[src/rtl/argmax_row_streamer.sv]
// argmax_row_streamer: buffers a FEATURE_ROWS x WEIGHT_COLS word array and streams it one row per cycle; optional consumer stall under ARGMAX_STREAM_STALL_EN
module argmax_row_streamer #(
    parameter int WEIGHT_COLS    = 3,
    parameter int FEATURE_ROWS   = 6,
    parameter int DOT_PROD_WIDTH = 16,
    parameter int ROW_CNT_WIDTH  = 3
) (
    input  logic                      clk,
    input  logic                      reset,
    input  logic                      wr_en,
    input  logic [ROW_CNT_WIDTH-1:0]  wr_row,
    input  logic [1:0]                wr_col,
    input  logic [DOT_PROD_WIDTH-1:0] wr_data,
    input  logic                      start,
    input  logic                      stall,
    output logic [DOT_PROD_WIDTH-1:0] adj_fm_wm_row [0:WEIGHT_COLS-1],
    output logic                      enable_read_calc_save,
    output logic [ROW_CNT_WIDTH-1:0]  argmax_row_count,
    output logic                      busy,
    output logic                      done,
    output logic                      wr_err
);
    localparam logic [1:0] IDLE   = 2'd0;
    localparam logic [1:0] STREAM = 2'd1;
    localparam logic [1:0] DONE   = 2'd2;
    logic [1:0]                state_q, state_d;
    logic [DOT_PROD_WIDTH-1:0] mem_q [0:FEATURE_ROWS-1][0:WEIGHT_COLS-1];
    logic [DOT_PROD_WIDTH-1:0] row_q [0:WEIGHT_COLS-1];
    logic [DOT_PROD_WIDTH-1:0] row_d [0:WEIGHT_COLS-1];
    logic [ROW_CNT_WIDTH-1:0]  cnt_q, cnt_d, nxt;
    logic                      en_q, en_d, done_q, done_d, err_q, err_d;
    logic                      wr_ok, hold;
`ifdef ARGMAX_STREAM_STALL_EN
    assign hold = stall;
`else
    logic unused_stall;
    assign unused_stall = stall;
    assign hold = 1'b0;
`endif
    assign nxt                   = cnt_q + ROW_CNT_WIDTH'(1);
    assign wr_ok                 = wr_en && state_q == IDLE && 32'(wr_row) < FEATURE_ROWS && 32'(wr_col) < WEIGHT_COLS;
    assign busy                  = state_q != IDLE;
    assign adj_fm_wm_row         = row_q;
    assign enable_read_calc_save = en_q;
    assign argmax_row_count      = cnt_q;
    assign done                  = done_q;
    assign wr_err                = err_q;
    // next-state: launch a pass from IDLE, advance one row per unstalled cycle, retire through DONE
    always_comb begin
        state_d = state_q;
        cnt_d   = cnt_q;
        row_d   = row_q;
        en_d    = 1'b0;
        done_d  = 1'b0;
        err_d   = wr_en && !wr_ok;
        if (state_q == IDLE && start) begin
            state_d = STREAM;
            cnt_d   = '0;
            row_d   = mem_q[0];
            en_d    = 1'b1;
        end else if (state_q == STREAM && !hold) begin
            if (cnt_q == ROW_CNT_WIDTH'(FEATURE_ROWS - 1)) begin
                state_d = DONE;
                done_d  = 1'b1;
            end else begin
                cnt_d = nxt;
                row_d = mem_q[nxt];
                en_d  = 1'b1;
            end
        end else if (state_q == DONE) begin
            state_d = IDLE;
        end
    end
    // state, output registers and buffer; reset clears everything including the array
    always_ff @(posedge clk or posedge reset) begin
        if (reset) begin
            state_q <= IDLE;
            cnt_q   <= '0;
            en_q    <= 1'b0;
            done_q  <= 1'b0;
            err_q   <= 1'b0;
            for (int k = 0; k < WEIGHT_COLS; k++) row_q[k] <= '0;
            for (int r = 0; r < FEATURE_ROWS; r++)
                for (int k = 0; k < WEIGHT_COLS; k++) mem_q[r][k] <= '0;
        end else begin
            state_q <= state_d;
            cnt_q   <= cnt_d;
            en_q    <= en_d;
            done_q  <= done_d;
            err_q   <= err_d;
            row_q   <= row_d;
            if (wr_ok) mem_q[wr_row][wr_col] <= wr_data;
        end
    end
endmodule

[config.mk]
export PLATFORM = sky130hd
export DESIGN_NAME = argmax_row_streamer
export DESIGN_NICKNAME = d
export VERILOG_FILES = /design/src/rtl/argmax_row_streamer.sv
export SDC_FILE = /design/constraint.sdc
export NUM_CORES = 1
export LEC_CHECK = 0
export BUFFER_PORTS_ARGS = -buffer_cell sky130_fd_sc_hd__buf_2
export CAP_MARGIN = 40
export CORE_UTILIZATION = 50
export CTS_CLUSTER_SIZE = 14
export DETAILED_ROUTE_END_ITERATION = 10
export PLACE_DENSITY = 0.7
export SLEW_MARGIN = 40
export SYNTH_ARGS = -nofsm -noshare
export SYNTH_HDL_FRONTEND = slang
export SYNTH_SLANG_ARGS = --single-unit
[constraint.sdc]
create_clock -name clk -period 15.91 [get_ports clk]
set_input_delay 2.3865 -clock clk [delete_from_list [all_inputs] [get_ports clk]]
set_output_delay 2.3865 -clock clk [all_outputs]
set_load 0.005 [all_outputs]
==> impl_results.md <==
- Status: finished, violations left
- Violated checks: DRC
- Smallest hold slack: 0.4929 ns
- Starting Density: 51.22%
- Multi-input logic area: slightly below 7000 um2
- Clk buf depth: 3
- Full die area: ~32000 um2
- Arr. time, crit path: around 1.8 ns
- Async SR Flop Fraction: 100.0%
- Port Buffer Count: 79
- CP endpoint kind: output pin
- Sequential fraction of the synthesis area: between 50% and 60%
- Netlist cell types: 35
- CTS Sinks: about 340
- Synth Register Bits: between 300 and 400
- Cell type with the largest total area after synthesis: dfrtp_1
- PnR worst setup slack: roughly 12 ns
- Initial DRC count: 660
- Critical path data required time: about 14 ns
- Leakage: 8.449 nW
- Die Y-Extent: 179.7 um
- Part of the power in the clock network: approximately 30%
- Post-CTS sizing: 0
- CTS tree: built
- Router iterations before antenna repair: 10
- Synthesis Warnings: 0
- Share of the synthesized area in the top cell type: between 50 and 60%
- Synthesis-to-finish area growth: 12.42%
- Root buffer cell: clkbuf_16
- Final wirelength: between 30 and 40 mm
- Normalized max-slew margin: 45.67%
- Post-DP HPWL: 20.87 mm
- N_diodes: 0
- P_sw: 929.5 uW
- Final hold vios: 0
- Filler cell count: between 2000 and 2500
- Final #Nets: between 1000 and 1500
- Synthesized cell area: about 16000 um2
- CTS buffer count: 37
- Clk_lat worst skew: between 0.5 and 0.6 ns
- Maxcap violations: 0
- Vias in the first global route: a little over 10000
- Gpl congestion: about 0.75
- Switching share of power: 31.43%
- Critical Path Start Type: flip-flop
- F_max: approximately 240 MHz
- Post-CTS Setup Bufs: 0
- CP Max Fanout: between 50 and 60
- Most common cell after layout, fill and taps aside: dfrtp_1
- Syn nets: around 1100
- Placement Setup Slack: 11.64 ns
- Reg power frac: about two fifths
- Syn avg cell area: between 10 and 15 um2
- First-pass GRT wire length: 60.18 mm
- Residual DRC count: 5
- Antenna violations before repair: 0
- Min-Delay Path Class: reg -> reg
- Via Count: 9751
- Post-Syn Instances: ~1100
- Largest net degree at the start of global routing: about 110
- Register area: roughly 8600 um2
- EDFF count, synth: 0
- Crit share post-route: 26.59%
- Top FF cell, synth: dfrtp_1
- Peak supply drop: 0.1413 mV
- Internal power: around 2.0 mW
- Final Max Tran Viols: 0
- Clock slew at reported path FFs: around 0.06 ns
- DRT antenna net count: 0
- IO Count: just over 80
- Congestion Overflow GR: 0
- Final Setup Violations: 0
- P per Cell Area: between 150 and 200 nW/um2
- Combinational share of power: 30.3%
- Chip width: 179.7 um
- Worst slew pin tran: 0.8150 ns
- Overall Global Routing Usage: between 20% and 30%
- Core area: just over 30000 um2
- Area contributors post-synth: dfrtp_1, mux2_2, mux4_2
- Row count: 64
- Most frequent cells in the layout: dfrtp_1, mux2_2, buf_2
- Setup TNS: 0 ns
- Htree depth: 2
- RSZ-0062 raised after global routing: false
- Vias per cell: about 6.3
- Layout cells sized above 1: between 40% and 50%
- Minimum clock period: approximately 4.2 ns
- Routed len/inst: about 25 um
- WS Path Type: reg -> out
- Post-cts hold buffer count: 0
- Clk_skew: ~0.026 ns
sequential cells by signal, summed over array words and instances (netlist names):
name / cells
mem_q: 288
adj_fm_wm_row: 48
argmax_row_count: 3
state_q: 2
done: 1
enable_read_calc_save: 1
wr_err: 1
through the flow:
step | power (mW) | instances | utilization [%] | instance area [um2]
2_1_floorplan | 1.801 | 1087 | - | 15790
3_3_place_gp | 2.028 | 1478 | 53.17 | 16390
3_5_place_dp | 2.059 | 1479 | 53.40 | 16460
4_1_cts | 2.974 | 1545 | 57.57 | 17750
5_1_grt | 3.087 | 1545 | 57.58 | 17750
6_report | 2.957 | 1545 | 57.58 | 17750
critical path, stage by stage, from the launching register on:
cell and delay [ns]:
dfrtp_2 0.34, buf_4 0.60, nor2_1 0.15, inv_1 0.08
buf_2 0.11
cell type report:
class / instances / area share, %
repair buffers: 97 / 3.256
multi-input cells: 636 / 38.01
inverters: 6 / 0.1692
flip-flops and latches: 344 / 48.53
clock inverters: 13 / 1.114
well taps: 396 / 2.791
clock buffers: 53 / 6.132
routing by layer:
metal | share of wire (%) | GRT usage (%) | up-vias
met5 | 0 | 0 | -
met4 | 2.5 | 7.586 | 0
met3 | 5.1 | 3.525 | 66
met2 | 48 | 38.82 | 286
met1 | 45 | 33.92 | 5168
li1 | - | - | 4231
cells by family (layout without fill, tap and decap cells):
group | after synthesis | in the layout | synth area share [%]
AOI/OAI and AO/OA | 205 | 205 | 10.09
DFF | 344 | 344 | 54.51
and+or+nand+nor | 45 | 45 | 1.712
buffers and inverters | 107 | 169 | 3.106
adders and majority gates | 2 | 2 | 0.1584
muxes | 384 | 384 | 30.43
cells in the mapped netlist (3+ instances only):
cell and n:
a22o_1 50, a2bb2oi_1 48, a32oi_1 48, buf_1 3, buf_2 35, buf_6 6
clkbuf_1 57, dfrtp_1 344, inv_1 6, mux2_2 288, mux2i_1 48, mux4_2 48
nand2_1 13, nand2_2 6, nor2b_1 9, nor3_1 4, nor3b_1 4, o21ai_0 49
power by group through the flow:
stage	logic, mW	registers (mW)	clock network (mW)
after floorplan	0.679	1.12	0
after CTS	0.899	1.15	0.925
after global routing	0.953	1.17	0.961
after detailed placement	0.895	1.16	0
after global placement	0.872	1.16	0
final	0.897	1.15	0.911
worst paths after layout:
| check | from | to | slack, ns | depth (start not counted) |
|---|---|---|---|---|
| worst min register to register | adj_fm_wm_row[1] | adj_fm_wm_row[1] | 0.49 | 2 |
| min in group asynchronous | reset | mem_q[42] | 1.93 | 2 |
| worst min-delay path | adj_fm_wm_row[1] | adj_fm_wm_row[1] | 0.49 | 2 |
| worst max register to register | argmax_row_count[0] | adj_fm_wm_row[35] | 12.54 | 7 |
| max in group asynchronous | reset | argmax_row_count[0] | 12.33 | 4 |
| worst max-delay path | state_q[1] | busy | 11.68 | 4 |
Note: power is estimated with default switching activity, not from simulation.
